--- config.mk ---
export PLATFORM = sky130hd
export DESIGN_NAME = apb_i2c_master_arbiter
export DESIGN_NICKNAME = d
export VERILOG_FILES = /design/src/rtl/apb_i2c_master_arbiter.sv
export SDC_FILE = /design/constraint.sdc
export NUM_CORES = 1
export LEC_CHECK = 0
export BUFFER_PORTS_ARGS = -buffer_cell sky130_fd_sc_hd__clkbuf_2
export CAP_MARGIN = 5
export CORE_ASPECT_RATIO = 2
export CORE_MARGIN = 4
export CORE_UTILIZATION = 45
export DETAILED_ROUTE_END_ITERATION = 10
export GPL_TIMING_DRIVEN = 0
export PLACE_DENSITY = 0.81
export SLEW_MARGIN = 20
export SYNTH_ARGS = -nofsm -noshare
export SYNTH_HDL_FRONTEND = slang
export SYNTH_SLANG_ARGS = --single-unit
--- constraint.sdc ---
create_clock -name PCLK -period 2.25 [get_ports PCLK]
set_input_delay 0 -clock PCLK [delete_from_list [all_inputs] [get_ports PCLK]]
set_output_delay 0 -clock PCLK [all_outputs]
set_load 0.01 [all_outputs]
--- src/rtl/apb_i2c_master_arbiter.sv ---
// apb_i2c_master_arbiter
// Shares the APB-to-I2C bridge slave between two requesters:
//   requester 0 is the CPU command port, requester 1 is the DMA engine.
// Requesters are served round-robin. Each transfer runs SETUP then ACCESS,
// and the ACCESS wait on PREADY is bounded by TIMEOUT_CYC cycles.
// Every accepted command returns exactly one response, tagged with its
// requester ID and an error code.
module apb_i2c_master_arbiter #(
    parameter int TIMEOUT_CYC = 16
) (
    input  logic        PCLK,
    input  logic        PRESETn,
    input  logic        REQ0_VALID,
    output logic        REQ0_READY,
    input  logic        REQ0_WRITE,
    input  logic [31:0] REQ0_ADDR,
    input  logic [31:0] REQ0_WDATA,
    input  logic        REQ1_VALID,
    output logic        REQ1_READY,
    input  logic        REQ1_WRITE,
    input  logic [31:0] REQ1_ADDR,
    input  logic [31:0] REQ1_WDATA,
    output logic        RSP_VALID,
    output logic        RSP_ID,
    output logic [31:0] RSP_RDATA,
    output logic [1:0]  RSP_ERR,
    output logic        PSELx,
    output logic        PENABLE,
    output logic        PWRITE,
    output logic [31:0] PADDR,
    output logic [31:0] PWDATA,
    input  logic [31:0] PRDATA,
    input  logic        PREADY,
    input  logic        PSLVERR
);

    typedef enum logic [1:0] {IDLE, SETUP, ACCESS, RESP} state_t;

    localparam logic [7:0] WAIT_LAST = 8'(TIMEOUT_CYC - 1);

    state_t      state;
    state_t      state_next;
    logic        last_grant;
    logic        cur_id;
    logic [7:0]  wait_cnt;
    logic        gnt_id;
    logic        accept;
    logic        addr_legal;
    logic        timeout_hit;
    logic        sel_write;
    logic [31:0] sel_addr;
    logic [31:0] sel_wdata;

    // Round-robin arbitration: a lone requester wins, a tie goes to the one not served last
    always_comb begin
        gnt_id = ~last_grant;
        if (REQ0_VALID && !REQ1_VALID) begin
            gnt_id = 1'b0;
        end else if (!REQ0_VALID && REQ1_VALID) begin
            gnt_id = 1'b1;
        end
        accept      = (state == IDLE) && (REQ0_VALID || REQ1_VALID);
        REQ0_READY  = accept && !gnt_id;
        REQ1_READY  = accept && gnt_id;
        sel_write   = gnt_id ? REQ1_WRITE : REQ0_WRITE;
        sel_addr    = gnt_id ? REQ1_ADDR  : REQ0_ADDR;
        sel_wdata   = gnt_id ? REQ1_WDATA : REQ0_WDATA;
        addr_legal  = (sel_addr[31:4] == 28'd0) && (sel_addr[1:0] == 2'b00);
        timeout_hit = (wait_cnt == WAIT_LAST);
    end

    // Next-state logic; an illegal address skips the bus and goes straight to the response
    always_comb begin
        state_next = state;
        case (state)
            IDLE:    if (accept) state_next = addr_legal ? SETUP : RESP;
            SETUP:   state_next = ACCESS;
            ACCESS:  if (PREADY || timeout_hit) state_next = RESP;
            RESP:    state_next = IDLE;
            default: state_next = IDLE;
        endcase
    end

    // State register
    always_ff @(posedge PCLK or negedge PRESETn) begin
        if (!PRESETn) begin
            state <= IDLE;
        end else begin
            state <= state_next;
        end
    end

    // Registered APB outputs, latched command, wait counter and response fields
    always_ff @(posedge PCLK or negedge PRESETn) begin
        if (!PRESETn) begin
            last_grant <= 1'b1;
            cur_id     <= 1'b0;
            wait_cnt   <= 8'd0;
            PSELx      <= 1'b0;
            PENABLE    <= 1'b0;
            PWRITE     <= 1'b0;
            PADDR      <= 32'd0;
            PWDATA     <= 32'd0;
            RSP_VALID  <= 1'b0;
            RSP_ID     <= 1'b0;
            RSP_RDATA  <= 32'd0;
            RSP_ERR    <= 2'b00;
        end else begin
            PSELx     <= (state_next == SETUP) || (state_next == ACCESS);
            PENABLE   <= (state_next == ACCESS);
            RSP_VALID <= (state_next == RESP);
            if (accept) begin
                last_grant <= gnt_id;
                cur_id     <= gnt_id;
                if (addr_legal) begin
                    PWRITE <= sel_write;
                    PADDR  <= sel_addr;
                    PWDATA <= sel_wdata;
                end else begin
                    RSP_ID    <= gnt_id;
                    RSP_RDATA <= 32'd0;
                    RSP_ERR   <= 2'b11;
                end
            end
            if (state == SETUP) begin
                wait_cnt <= 8'd0;
            end
            if (state == ACCESS) begin
                if (PREADY) begin
                    RSP_ID    <= cur_id;
                    RSP_RDATA <= PWRITE ? 32'd0 : PRDATA;
                    RSP_ERR   <= PSLVERR ? 2'b01 : 2'b00;
                end else if (timeout_hit) begin
                    RSP_ID    <= cur_id;
                    RSP_RDATA <= 32'd0;
                    RSP_ERR   <= 2'b10;
                end else begin
                    wait_cnt <= wait_cnt + 8'd1;
                end
            end
        end
    end

endmodule

==> flow_summary.yaml, run 1 <==
timing:
  min_period_over_period_pct: 96.7
  tns_ns: 0
  drv_slew: 0
  hold_viol: 1
  clock.fmax_mhz: 460
  setup_viol: 0
  hold_slack_ns: -0.0315
  clock_skew_ns: 0.0118
  slew-limit-headroom_pct: 60.5
  tightestPinTransition_ns: 0.591
  post-route-min-period_ns: 2.17
  rsz0062_at_grt: "false"
  finalWorstSetupSlack_ns: 0.0750
logic_synthesis:
  synth-edff-count: 0
  syn_avg_cell_area_um2: 13.7
  synth-seq-area-share_pct: 57.7
  ys_warn_count: 0
  syn_nets: 538
  syn_inst: 364
  ys_types: 39
  async_flop_share_pct: 100
  netlist_area_mm2: 0.00499
  synth_seq_cells: 115
  synthFlopType: "dfrtp_1"
global_route:
  grt_remaining_overflow: 0
  grt.total_usage_pct: 27.2
  antenna_found_initial: 1
  grt_max_degree: 61
  grt_pass1_vias: 5260
  grt_pass1_wl_um: 26300
routing:
  drtIter0Drc: 174
  via_count: 4704
  drc: 0
  first_pass_iters: 4
  routed_wl_um: 17900
  avgViaCountPerCell: 5.12
  wl_per_cell_um: 19.5
  ant_nets: 0
worst_hold_path:
  min_from: "PREADY"
  hold_class: "input pin to flop"
clock_network:
  cts.sinks: 115
  clk_pin_slew_worst_paths_ns: 0.06
  numCtsBuffers: 17
  cts_max_level: 4
  cts_max_path_buffers: 2
  cts_tree: "built"
  clkLatencyLatePin_ns: 0.40
  root_buffer: "clkbuf_16"
setup_path:
  critPathMaxStageDelay_ns: 0.55
  crit_path_frequent_cell: "mux2_2"
  end_kind: "flop"
  cp_slowest_cell: "dfstp_2"
  cp.arrival_ns: 2.45
  worst-endpoint-required_ns: 2.52
  start_kind: "flop"
  cp-startpoint: "last_grant"
  crit_type: "flop to flop"
  timing.rr.start: "last_grant"
  worst-path-max-fanout: 10
  path_cells: "nor2_1 -> nor2_2 -> buf_2 -> mux2_2 -> mux2_2"
floorplan:
  die_w_um: 82.4
  core-area_mm2: 0.0109
  pin_count: 273
  start_util_pct: 45.8
  die_h_um: 157
  std_cell_rows: 54
  die-area_mm2: 0.0129
flow_run:
  cap_violations: 0
run_status:
  failed_checks: "negative hold slack"
  status: "finished, violations left"
power:
  cellPowerDensity_mw_per_mm2: 964
  peakVddDrop_v: 0.000834
  p_leak_nw: 4.47
place:
  port_buffers: 272
  dp_hpwl_um: 11000
  dp_slack_ns: 0.0543
  gp_congestion: 0.895
layout:
  fin_nets: 938
  layout-drive-gt1-share_pct: 51.7
  fillers: 640
  area_growth_syn_to_layout_pct: 66.6
kinds of logic after synthesis:
family                     after synthesis  share of synthesized area [%]
muxes                                   73                           17.9
xor gates and xnor gates                 2                          0.351
DFF                                    115                           57.7
buffers and inverters                   20                           2.51
AOI/OAI and AO/OA                       58                           9.39
and+or+nand+nor                         90                           10.6
adders and majority gates                6                           1.51
layout by cell type (no fill, tap or decap), drive strengths merged, types with 2 or more instances in the layout:
master / n
clkinv: 5
nand3: 2
buf: 14
a21boi: 2
clkbuf: 296
and3: 3
a21oi: 2
o21ai: 15
mux2i: 3
o21a: 2
inv: 7
and2: 30
clkinvlp: 2
nand3b: 4
mux2: 70
bufinv: 4
nor4: 15
nand2: 16
dfrtp: 114
nand4: 4
a22o: 32
nor2: 12
dlygate4sd3: 105
xor2: 2
ha: 6
sequential cells by signal (all words and copies together), names as in the netlist:
| signal | cells |
|---|---|
| RSP_ERR | 2 |
| state | 2 |
| PWDATA | 32 |
| PENABLE | 1 |
| PADDR | 32 |
| wait_cnt | 8 |
| RSP_ID | 1 |
| RSP_VALID | 1 |
| PWRITE | 1 |
| RSP_RDATA | 32 |
| last_grant | 1 |
| PSELx | 1 |
| cur_id | 1 |
per-layer routing:
metal,global-route usage [%],vias to the layer above,share of wire (%)
met1,27.8,2261,35
met4,15.3,0,4.5
met5,0,-,0
met3,8.47,62,7.7
met2,47.2,254,53
li1,-,2127,-
cell type report:
cell class                      count  area, um^2  share of cell area (%)
Antenna cell                        1        2.50                  0.0301
Buffer                             16         110                    1.33
Clock buffer                       18         439                    5.29
Clock inverter                     14         201                    2.42
Inverter                            4        15.0                   0.181
Multi-Input combinational cell    229        2010                    24.2
Sequential cell                   115        2880                    34.7
Tap cell                          140         175                    2.11
Timing Repair Buffer              381        2470                    29.7
worst max-delay path, delay by kind of cell, from the launching register on:
kind / cells / cell delay, ns
mux: 2 / 0.70
flops: 1 / 0.55
simple gates: 2 / 0.44
buf+inv: 1 / 0.35
cell usage after synthesis, drive strengths merged (3+ instances only):
cell type,instances,area share (%)
mux2i,3,0.60
inv,4,0.30
nor2,12,1.0
nand4,4,0.50
nand2,16,1.2
and3,3,0.38
buf,10,1.8
nand3b,4,0.60
nor4,15,2.2
and2,30,3.8
a22o,32,5.6
clkbuf,6,0.45
o21ai,15,1.7
dfrtp,114,57
mux2,70,17
ha,6,1.5
path summary, 6_finish.rpt:
kind	to	slack, ns	depth (start not counted)
setup / recovery	PWDATA[11]	0.08	5
hold / removal	RSP_ERR[0]	-0.03	3
setup reg to reg	PWDATA[11]	0.08	5
hold reg to reg	last_grant	0.48	2
max in group asynchronous	last_grant	1.41	3
min in group asynchronous	RSP_RDATA[25]	0.14	2
stage by stage:
stage	utilization [%]	power [mW]	cell area, um^2	cells
final	76.4	8.01	8310	918
after global placement	60.0	4.77	6520	776
after global routing	76.4	8.39	8310	918
after detailed placement	60.3	4.89	6560	777
after CTS	75.8	7.94	8250	914
after floorplan	-	3.98	4990	364
repair_timing:
item,4_1_cts,5_1_grt
setup buffers,0,3
hold buffers,105,1
gates resized for setup,0,5
setup endpoints to repair,0,31
hold endpoints to repair,183,1
report_power, final:
part / internal, mW / switching [mW] / total [mW]
registers: 2.50 / 0.280 / 2.78
logic: 1.15 / 1.20 / 2.35
clock network: 1.90 / 0.987 / 2.88
total: 5.54 / 2.47 / 8.01
(Power assumes the default switching activity.)
==> inputs of run 2 (changes only) <==
- BUFFER_PORTS_ARGS: -buffer_cell sky130_fd_sc_hd__clkbuf_2 -> -buffer_cell sky130_fd_sc_hd__buf_2
==> flow_summary.yaml, run 2 (synthesis results as in run 1) <==
layout:
  antenna_cells: 0
  fillers: 666
  area_growth_syn_to_layout_pct: 64.9
  top_regs: "PADDR (32), PWDATA (32), RSP_RDATA (32)"
  final_cells: 916
  design_area_mm2: 0.00822
  regArea_mm2: 0.00288
  fin_nets: 937
  layout-drive-gt1-share_pct: 51.2
  layout_commonest_cell: "buf_2"
  fin_util_pct: 75.6
  layout_common_cells: "buf_2, dfrtp_1, dlygate4sd3_1"
  multi_input_area_mm2: 0.00198
place:
  dp_hpwl_um: 11100
  placed_cell_area_mm2: 0.00656
  dp_cells: 777
  gp_congestion: 0.895
  dp_slack_ns: 0.102
  port_buffers: 272
clock_network:
  cts_resized: 0
  cts_max_path_buffers: 2
  cts_max_level: 4
  root_buffer: "clkbuf_16"
  cts.sinks: 115
  cts_tree: "built"
  numCtsBuffers: 17
  clkLatencyLatePin_ns: 0.41
  clk_pin_slew_worst_paths_ns: 0.06
timing:
  tightestPinTransition_ns: 0.573
  post-route-min-period_ns: 2.14
  tns_ns: 0
  min_period_over_period_pct: 95.0
  setup_viol: 0
  drv_slew: 0
  hold_viol: 0
  finalWorstSetupSlack_ns: 0.113
  clock_skew_ns: 0.0142
  clock.fmax_mhz: 468
  slew-limit-headroom_pct: 61.7
  rsz0062_at_grt: "false"
power:
  switching_share_pct: 31.6
  p_int_mw: 5.30
  peakVddDrop_v: 0.000703
  power_frac_seq_pct: 35.5
  p_sw_mw: 2.45
  cellPowerDensity_mw_per_mm2: 943
  power_frac_comb_pct: 30.1
  p_leak_nw: 4.46
  p_clk_share_pct: 34.5
routing:
  drc: 0
  routed_wl_um: 18400
  ant_nets: 0
  first_pass_iters: 4
  avgViaCountPerCell: 5.19
  via_count: 4757
  wl_per_cell_um: 20.1
  drtIter0Drc: 276
worst_hold_path:
  hold_class: "input pin to flop"
  min_from: "REQ0_VALID"
global_route:
  antenna_found_initial: 0
  grt_remaining_overflow: 0
  grt_max_degree: 64
  grt.total_usage_pct: 29.3
  grt_pass1_wl_um: 27800
  grt_pass1_vias: 5323
setup_path:
  crit_type: "flop to flop"
  path_cells: "nor2_1 -> nor2_2 -> buf_2 -> mux2_2 -> mux2_4"
  r2r_slack_ns: 0.11
  cp-startpoint: "last_grant"
  cp_slowest_cell: "dfstp_2"
  worst-endpoint-required_ns: 2.53
  cp.arrival_ns: 2.42
  worst-path-max-fanout: 10
  timing.rr.start: "last_grant"
  start_kind: "flop"
  end_kind: "flop"
  critPathMaxStageDelay_ns: 0.55
floorplan:
  start_util_pct: 45.8
  std_cell_rows: 54
  die-area_mm2: 0.0129
  pin_count: 273
  core-area_mm2: 0.0109
  die_h_um: 157
  die_w_um: 82.4
run_status:
  status: "completed"
flow_run:
  cap_violations: 0
run 2: changes by cell type in the layout (fill, tap and decap cells not counted), moves of 2 or more:
cell / before / now
clkbuf_2: 271 / 0
buf_2: 4 / 275
bufinv_16: 4 / 2
buf_4: 3 / 0
dlygate4sd3_1: 105 / 107
run 2: critical path: cells and delay by family (launching register included):
kind                   cells  cell delay (ns)
and+or+nand+nor            2             0.43
DFF                        1             0.55
buffers and inverters      1             0.35
muxes                      2             0.69
run 2: per-stage QoR:
stage | hold slack (ns) | power, mW
after floorplan | -0.296 | 3.98
after global placement | 0.216 | 4.76
after detailed placement | -0.0218 | 4.89
after CTS | 0.0149 | 7.71
after global routing | 0.0323 | 8.13
final | 0.0264 | 7.75
run 2: layer usage:
metal | track usage [%] | routed length [um] | share of wire [%]
met1 | 30.7 | 6260 | 34
met5 | 0 | 0 | 0
met4 | 18.0 | 985 | 5.4
met2 | 49.4 | 9620 | 52
met3 | 9.16 | 1520 | 8.3
run 2: power by group through the flow:
stage          clock network, mW  logic [mW]  registers (mW)
3_5_place_dp                   0        2.14            2.75
3_3_place_gp                   0        2.02            2.74
6_report                    2.67        2.33            2.75
5_1_grt                     2.82        2.52            2.79
2_1_floorplan                  0        1.08            2.90
4_1_cts                     2.68        2.30            2.73
run 2: area by class of cell:
| cell class | count | share of cell area (%) |
|---|---|---|
| Buffer | 16 | 1.34 |
| Clock buffer | 18 | 5.34 |
| Clock inverter | 14 | 1.87 |
| Inverter | 4 | 0.183 |
| Multi-Input combinational cell | 229 | 24.1 |
| Sequential cell | 115 | 35.0 |
| Tap cell | 140 | 2.13 |
| Timing Repair Buffer | 380 | 30.0 |
run 2: repair_timing:
| action | in CTS | in global routing |
|---|---|---|
| hold buffers | 107 | 0 |
| endpoints found under the hold margin | 184 | 0 |
| buffers inserted | 0 | 0 |
run 2: path summary, 6_finish.rpt:
kind | end | depth (start not counted)
min reg2reg | PADDR[0] | 1
min | state[0] | 3
max | PWDATA[15] | 5
min in group asynchronous | PADDR[28] | 2
max reg2reg | PWDATA[15] | 5
max in group asynchronous | last_grant | 3
==> inputs of run 3 (changes only) <==
--- a/config.mk
+++ b/config.mk
@@ -11,4 +11,5 @@
 export CORE_MARGIN = 4
 export CORE_UTILIZATION = 45
+export CTS_CLUSTER_DIAMETER = 30
 export DETAILED_ROUTE_END_ITERATION = 10
 export GPL_TIMING_DRIVEN = 0
==> constraint.sdc (replaced) <==
create_clock -name PCLK -period 2.25 [get_ports PCLK]
set_input_delay 0.45 -clock PCLK [delete_from_list [all_inputs] [get_ports PCLK]]
set_output_delay 0.45 -clock PCLK [all_outputs]
set_load 0.01 [all_outputs]
==> flow_summary.yaml, run 3 (synthesis results as in run 1) <==
layout:
  fin_nets: 831
  layout-drive-gt1-share_pct: 59.4
  top_regs: "PADDR (32), PWDATA (32), RSP_RDATA (32)"
  regArea_mm2: 0.00288
  antenna_cells: 0
  layout_commonest_cell: "buf_2"
  fillers: 824
  multi_input_area_mm2: 0.00198
  layout_common_cells: "buf_2, dfrtp_1, mux2_2"
  area_growth_syn_to_layout_pct: 43.6
place:
  port_buffers: 272
  dp_hpwl_um: 11100
  gp_congestion: 0.895
  dp_slack_ns: 0.0579
routing:
  routed_wl_um: 14400
  via_count: 4142
  ant_nets: 0
  wl_per_cell_um: 17.7
  avgViaCountPerCell: 5.11
  drtIter0Drc: 132
  drc: 0
  first_pass_iters: 4
timing:
  clock.fmax_mhz: 466
  min_period_over_period_pct: 95.5
  setup_viol: 0
  hold_viol: 0
  tightestPinTransition_ns: 0.568
  clock_skew_ns: 0.0120
  drv_slew: 0
  finalWorstSetupSlack_ns: 0.102
  slew-limit-headroom_pct: 62.0
  post-route-min-period_ns: 2.15
  rsz0062_at_grt: "false"
power:
  p_leak_nw: 4.02
  cellPowerDensity_mw_per_mm2: 1050
  peakVddDrop_v: 0.000726
  power_mw: 7.50
setup_path:
  rr_worst_depth: 5
  crit_type: "flop to output pin"
  worst-path-max-fanout: 6
  worst-endpoint-required_ns: 1.80
  start_kind: "flop"
  cp.arrival_ns: 1.70
  end_kind: "output pin"
global_route:
  grt_pass1_vias: 4509
  grt.total_usage_pct: 22.5
  grt_remaining_overflow: 0
  grt_max_degree: 64
  antenna_found_initial: 0
  grt_pass1_wl_um: 21600
clock_network:
  numCtsBuffers: 17
  cts_max_path_buffers: 2
  post-cts-setup-buffer-count: 0
  cts_max_level: 4
  root_buffer: "clkbuf_16"
  cts_tree: "built"
  cts.sinks: 115
  clk_pin_slew_worst_paths_ns: 0.06
  clkLatencyLatePin_ns: 0.40
floorplan:
  die_h_um: 157
  die_w_um: 82.4
  start_util_pct: 45.8
  pin_count: 273
  die-area_mm2: 0.0129
  core-area_mm2: 0.0109
  std_cell_rows: 54
worst_hold_path:
  hold_class: "input pin to flop"
  hold_depth: 2
run_status:
  status: "completed"
flow_run:
  cap_violations: 0
run 3: cell count changes in the layout (fill, tap and decap cells not counted):
cell / delta
dlygate4sd3_1: -106
ha_1: -1
ha_2: +1
run 3: power by group:
| group | total, mW | switching, mW | internal (mW) | leakage (nW) |
|---|---|---|---|---|
| Combinational | 2.11 | 1.10 | 1.01 | 2.19 |
| Sequential | 2.74 | 0.241 | 2.50 | 1.55 |
| Clock | 2.65 | 0.980 | 1.67 | 0.283 |
| Total | 7.50 | 2.33 | 5.17 | 4.02 |
run 3: through the flow:
| stage | area [um^2] | hold slack (ns) | TNS, ns | util, % | instances |
|---|---|---|---|---|---|
| floorplan | 4990 | 0.154 | 0 | - | 364 |
| global placement | 6520 | 0.464 | -57.28 | 60.0 | 776 |
| detailed placement | 6560 | 0.428 | 0 | 60.3 | 777 |
| CTS | 7160 | 0.246 | 0 | 65.8 | 810 |
| global route | 7160 | 0.245 | 0 | 65.8 | 810 |
| finish | 7160 | 0.256 | 0 | 65.8 | 810 |
run 3: final cells by class:
class	instances	share of cell area, %
multi-input cells	229	27.7
inverters	4	0.210
clock buffers	18	6.13
repair buffers	274	19.6
flip-flops and latches	115	40.2
well taps	140	2.45
plain buffers	16	1.54
clock inverters	14	2.15
run 3: path summary, 6_finish.rpt:
path | to | startpoint | slack, ns
worst max-delay path | REQ0_READY | state[1] | 0.10
worst min-delay path | RSP_RDATA[2] | PRDATA[2] | 0.26
worst max register to register | PWDATA[8] | last_grant | 0.16
worst min register to register | PADDR[0] | PADDR[0] | 0.48
max in group asynchronous | last_grant | PRESETn | 0.97
min in group asynchronous | PADDR[28] | PRESETn | 0.57
run 3: per-layer routing:
metal / share of wire [%] / global-route usage (%)
met1: 34 / 23.1
met2: 55 / 40.6
met3: 8.0 / 6.22
met4: 2.8 / 10.3
met5: 0 / 0
run 3: worst max-delay path, cell delays in order (launching register included):
cell	delay, ns
dfrtp_1	0.39
inv_1	0.09
ha_2	0.24
o21ai_2	0.12
nor3_2	0.26
buf_2	0.19
run 3: timing repair:
item	in CTS	in global routing
resized for setup	0	1
endpoints found under the hold margin	17	0
hold buffers	1	0
setup endpoints to repair	0	1
